==> src/rtl/bpsk_modulator.sv <==
// BPSK carrier modulator: one data bit per symbol selects the polarity of a ROM sine carrier.
// Define DBPSK_DIFF_ENCODE_EN to switch to differential (DBPSK) polarity encoding.
module bpsk_modulator #(
  parameter int unsigned SAMPLES_PER_SYMBOL = 32,
  parameter int unsigned PHASE_STEP         = 4
) (
  input  logic              clock,
  input  logic              reset,
  input  logic              sample_en,
  input  logic              bit_in,
  input  logic              bit_valid,
  output logic              bit_ready,
  output logic signed [7:0] sample_out,
  output logic              sample_valid,
  output logic              active
);

  typedef enum logic {ST_IDLE, ST_SYMBOL} state_t;

  localparam logic [7:0] LAST_CNT = 8'(SAMPLES_PER_SYMBOL - 1);
  localparam logic [5:0] STEP     = 6'(PHASE_STEP);

  state_t            r_state;
  logic [5:0]        r_phase;
  logic [7:0]        r_cnt;
  logic              r_polarity;

  logic [4:0]        w_fold;
  logic [6:0]        w_mag;
  logic signed [7:0] w_pos;
  logic signed [7:0] w_sample;
  logic              w_last;
  logic              w_transfer;
  logic              w_next_pol;

  // Quarter-wave table: round(127*sin(2*pi*m/64)) for m = 0..16.
  function automatic logic [6:0] quarter_sine(input logic [4:0] m);
    case (m)
      5'd0:    quarter_sine = 7'd0;
      5'd1:    quarter_sine = 7'd12;
      5'd2:    quarter_sine = 7'd25;
      5'd3:    quarter_sine = 7'd37;
      5'd4:    quarter_sine = 7'd49;
      5'd5:    quarter_sine = 7'd60;
      5'd6:    quarter_sine = 7'd71;
      5'd7:    quarter_sine = 7'd81;
      5'd8:    quarter_sine = 7'd90;
      5'd9:    quarter_sine = 7'd98;
      5'd10:   quarter_sine = 7'd106;
      5'd11:   quarter_sine = 7'd112;
      5'd12:   quarter_sine = 7'd117;
      5'd13:   quarter_sine = 7'd122;
      5'd14:   quarter_sine = 7'd125;
      5'd15:   quarter_sine = 7'd126;
      default: quarter_sine = 7'd127;
    endcase
  endfunction

  // The 64-entry ROM is folded to a quarter wave: indices 17..31 mirror to 32-k
  // within a half period, and phase[5] selects the negative half.
  always_comb begin
    w_fold   = (r_phase[4:0] > 5'd16) ? (5'd0 - r_phase[4:0]) : r_phase[4:0];
    w_mag    = quarter_sine(w_fold);
    w_pos    = {1'b0, w_mag};
    w_sample = (r_phase[5] ^ r_polarity) ? -w_pos : w_pos;
  end

  assign w_last     = (r_cnt == LAST_CNT);
  assign bit_ready  = (r_state == ST_IDLE) || ((r_state == ST_SYMBOL) && sample_en && w_last);
  assign w_transfer = bit_valid && bit_ready;

`ifdef DBPSK_DIFF_ENCODE_EN
  assign w_next_pol = r_polarity ^ bit_in;
`else
  assign w_next_pol = bit_in;
`endif

  always_ff @(posedge clock) begin
    if (reset) begin
      r_state      <= ST_IDLE;
      r_phase      <= '0;
      r_cnt        <= '0;
      r_polarity   <= 1'b0;
      sample_out   <= '0;
      sample_valid <= 1'b0;
      active       <= 1'b0;
    end else begin
      sample_valid <= sample_en;
      if (sample_en)
        active <= (r_state == ST_SYMBOL);
      case (r_state)
        ST_IDLE: begin
          if (sample_en)
            sample_out <= '0;
          r_phase <= '0;
          r_cnt   <= '0;
          if (w_transfer) begin
            r_state    <= ST_SYMBOL;
            r_polarity <= w_next_pol;
          end
        end
        ST_SYMBOL: begin
          if (sample_en) begin
            sample_out <= w_sample;
            r_phase    <= r_phase + STEP;
            if (w_last) begin
              r_cnt <= '0;
              if (w_transfer) begin
                r_polarity <= w_next_pol;
              end else begin
                r_state <= ST_IDLE;
`ifdef DBPSK_DIFF_ENCODE_EN
                r_polarity <= 1'b0;
`endif
              end
            end else begin
              r_cnt <= r_cnt + 8'd1;
            end
          end
        end
        default: r_state <= ST_IDLE;
      endcase
    end
  end

endmodule
==> config.mk <==
export PLATFORM = sky130hd
export DESIGN_NAME = bpsk_modulator
export DESIGN_NICKNAME = d
export VERILOG_FILES = /design/src/rtl/bpsk_modulator.sv
export SDC_FILE = /design/constraint.sdc
export NUM_CORES = 1
export LEC_CHECK = 0
export CAP_MARGIN = 15
export CORE_ASPECT_RATIO = 0.9
export CORE_MARGIN = 1
export CORE_UTILIZATION = 60
export CTS_BUF_LIST = sky130_fd_sc_hd__clkbuf_4
export CTS_CLUSTER_SIZE = 12
export DETAILED_ROUTE_END_ITERATION = 10
export PLACE_DENSITY = 0.95
export SYNTH_ARGS = -nofsm -noshare
export SYNTH_HDL_FRONTEND = slang
export SYNTH_SLANG_ARGS = --single-unit
==> constraint.sdc <==
create_clock -name clock -period 5.15 [get_ports clock]
set_input_delay 0.7725 -clock clock [delete_from_list [all_inputs] [get_ports clock]]
set_output_delay 0.7725 -clock clock [all_outputs]
set_load 0.02 [all_outputs]
Yosys cells after proc, flatten, opt, wreduce, memory -nomap -nowiden
Memory sizes are Yosys's and may differ from the RTL's.
Cells that the tools add are included.
{ "op_classes": {"add_sub_neg": 4, "mul": 0, "div": 0, "order_cmp": 1, "eq_ne": 4, "shifts": 0, "n_mux": 19, "n_bitwise": 2, "reduce_logical": 6} }
{ "ops": {"columns": ["cell", "n"], "rows": [
  ["8-bit 2-to-1 mux", 5],
  ["8-bit one-hot mux with 2 select lines", 2],
  ["6-bit one-hot mux with 2 select lines", 1],
  ["8-bit by 1-bit adder with 8-bit output, second input constant", 1],
  ["8-bit by 5-bit equality test with 1-bit output, second input constant", 1],
  ["7-bit negation with 8-bit output", 1],
  ["7-bit 2-to-1 mux", 1],
  ["6-bit by 3-bit adder with 6-bit output, second input constant", 1],
  ["1-bit 2-to-1 mux", 6],
  ["6-bit 2-to-1 mux", 1],
  ["5-bit greater-than comparator, second input constant", 1],
  ["5-bit 2-to-1 mux", 1],
  ["1-bit by 5-bit subtractor with 5-bit output, first input constant", 1],
  ["2-bit inequality test, second input constant", 2],
  ["1-bit one-hot mux with 2 select lines", 2],
  ["2-bit AND reduction", 2],
  ["1-bit logical AND", 3],
  ["2-bit by 1-bit inequality test with 1-bit output, second input constant", 1],
  ["1-bit logical OR", 1],
  ["1-bit inverter", 1],
  ["1-bit XOR", 1]
]} }
{ "totals": {"regBits": 26, "latch_bits": 0, "ramBits": 0, "mem_bits_ro": 112, "inputBits": 5, "output_inout_bits": 11, "wordCells": 44, "memories": 1} }
{ "memory_table": {"columns": ["memory", "words", "word_bits", "read_ports", "rd_clocked_by_memory_dff", "wr", "line", "text"], "rows": [
  ["(no name shown)", 16, 7, 1, 0, 0, "38", "case (m)"]
]} }

Logic depth before layout (Yosys ltp)
{ "logic_depth": {"word_depth": 8, "mapped_depth": 9, "depth_no_buf": 9} }

Least setup slack after synthesis
No wires, ideal clock.
{ "synth_timing": {"path_type": "in2out", "startpoint": "input sample_en", "endpoint": "output bit_ready", "t_arrival_ps": 1071, "required_ps": 4378, "path_slack_ps": 3306, "path_stages": 2, "n_path_buf": 0, "cell_sequence": "a31oi_1 -> inv_1"} }
{ "synth_between": {"elab_chain_cells": 3} }
{ "synth_lines": {"columns": ["item", "line", "text"], "rows": [
  ["from (decl)", "9", "input logic sample_en,"],
  ["1-bit logical AND (2 in a row)", "69", "assign bit_ready = (r_state == ST_IDLE) || ((r_state == ST_SYMBOL) && sample_en && w_last);"],
  ["1-bit logical OR", "69", null],
  ["to (decl)", "12", "output logic bit_ready,"]
]} }
No other way between the ends.

Worst setup path in the final report
Same ends and word-level chain as after synthesis.

==> metrics.txt <==
status finished, final reports clean; f_max between 300 and 400 MHz; CP Data Required Time 4.38 ns; Yosys reg bits 24; sw frac 22.2%; Final Cell Area 1350 µm²; I/O Buffers 15; critical path class in2out; Post-DRT Antenna Nets 0; core region area 1730 µm²; DRT iter0 DRCs 39; P_sw about 0.00008 W; vias per std cell 5.84; # hold bufs at CTS 0; largest net degree at the start of global routing 16; total of max-cap violations 0; Comb pwr share between 8 and 9%; CTS tree built; Final Hold Viols 0; post-synthesis net count ~150; Post-Route WL 2430 µm; Post-synth EDFFs 0; fin crit period roughly 3.3 ns; Worst setup EP type primary output; Synth cell types 28; clock share of power 38.2%; post-synthesis to final-layout area growth 17.5%; clk slew on worst S/H paths 0.13 ns; setup_tns 0 ns; DP Worst Slack 1.83 ns; RSZ-0062 raised after global routing false; antenna fix cells 0; vias post-DR between 1000 and 1500; gr usage total 27.4%; YS warnings 0; Cells after Synth 138; Avg WL per Cell 13.7 µm; commonest non-fill, non-tap cell in the layout dfxtp_1; Slew @ Worst Pin about 1 ns; worst setup margin 1.83 ns; Worst Path Arrival 2.55 ns; most frequent cells in the layout dfxtp_1, nand2_1, nor2_1, clkdlybuf4s50_1, a21oi_1; DP Area 1300 µm²; initial antenna violation count 0; first-pass GRT wire length 4040 µm; DRT Pass-1 Iters 4; HP Class reg2reg; Setup crit start kind primary input; clock skew 0.00710 ns; die width 48.2 µm; top_reg_cell synth dfxtp_1; Power Total 0.000360 W; R2R cell count 9; internal power component around 0.00028 W; Final Cycle Share between 60% and 70%; clk buf depth 2; row cnt 14; dpl hpwl 1840 µm; CTS root buf clkbuf_4; PostCTS Resize Cnt 0; Async SR Flop Fraction 0%; final net count 163; grt ovf 0; Pwr per Cell Area 266 nW/µm²; sequential fraction of the synthesis area around two fifths; Die Span Y ~44 µm; Mean Syn Cell Area around 8.4 µm²; CTS sink count 24; setup violators final 0; H-Tree Depth 1; Netlist Area Pre-Place 1150 µm²; total CTS buffers 3; Rel. slew slack 31.7%; residual DRC count 0; crit-path max FO 15; Cells on Worst Hold Path 2; Lkg Pwr 0.473 nW; peak supply drop 0.000394 V; I/O pin cnt 16; die area 2100 µm²; Slew Limit Fails 0; placed insts 173; layout cells sized above 1 6.54%; Non-Filler Instances 177; Initial Utilization 66.5%; routability cong. 0.850; Post-CTS Setup Inserts 0; flop2flop setup slack 2.90 ns; Seq pwr share 53.3%; vias in the first global route 952; clk_lat worst skew 0.32 ns
-- cells in the mapped netlist, types with 4 or more instances --
cell	count	share of area, %
dfxtp_1	24	42
nand2_1	18	5.9
nor2_1	18	5.9
a21oi_1	8	3.5
mux2i_1	7	6.1
o21ai_1	7	3.0
inv_1	6	2.0
xnor2_1	6	4.6
o21ai_0	5	2.2
xor2_1	5	3.8
ha_1	4	4.3
nand3_1	4	1.7
nor3_1	4	1.7
-- final cells by class --
cell class / count / area (µm²)
Multi-Input combinational cell: 102 / 611
Sequential cell: 24 / 480
Fill cell: 109 / 380
Timing Repair Buffer: 15 / 150
Clock inverter: 1 / 30.0
Inverter: 8 / 30.0
Tap cell: 24 / 30.0
Clock buffer: 3 / 22.5
-- flip-flops by register name, indices dropped and copies added (netlist names) --
signal and count:
sample_valid 1, r_cnt 8, active 1, r_polarity 1, r_state 1, r_phase 4, sample_out 8
-- worst max-delay path: stages --
cell and delay (ns):
clkdlybuf4s50_1 0.84, a31oi_1 0.22, inv_1 0.11, clkdlybuf4s50_1 0.60
-- power groups by stage --
stage | Combinational (W) | Sequential [W] | Clock [W]
3_3_place_gp | 0.0000285 | 0.000196 | 0
4_1_cts | 0.0000301 | 0.000192 | 0.000141
5_1_grt | 0.0000338 | 0.000192 | 0.000148
3_5_place_dp | 0.0000298 | 0.000196 | 0
2_1_floorplan | 0.0000192 | 0.000197 | 0
6_report | 0.0000303 | 0.000192 | 0.000137
-- path summary, 6_finish.rpt --
| path | from | endpoint |
|---|---|---|
| hold / removal | sample_out[6] | sample_out[6] |
| setup reg to reg | r_phase[2] | sample_out[4] |
| setup / recovery | sample_en | bit_ready |
| hold reg to reg | sample_out[6] | sample_out[6] |
-- routing by layer --
metal | up-vias | track usage (%) | part of all wire [%]
met2 | 54 | 40.8 | 48
met4 | 0 | 20.0 | 2.9
met1 | 471 | 32.5 | 42
met3 | 10 | 7.92 | 6.9
met5 | - | 0 | 0
li1 | 498 | - | -
-- kinds of logic after synthesis --
| family | Yosys count | share of synthesized area (%) |
|---|---|---|
| simple gates | 55 | 21.9 |
| mux | 7 | 6.08 |
| fa+ha+maj | 4 | 4.34 |
| buf+inv | 12 | 5.32 |
| compound gates | 25 | 12.3 |
| xor+xnor | 11 | 8.36 |
| flops | 24 | 41.7 |
-- per-stage QoR --
step	util, %	hold WS (ns)
after global routing	78.1	0.491
after global placement	75.0	0.439
final	78.1	0.463
after detailed placement	75.0	0.444
after floorplan	-	0.467
after CTS	78.1	0.463
Power figures use the tool's default switching activity.
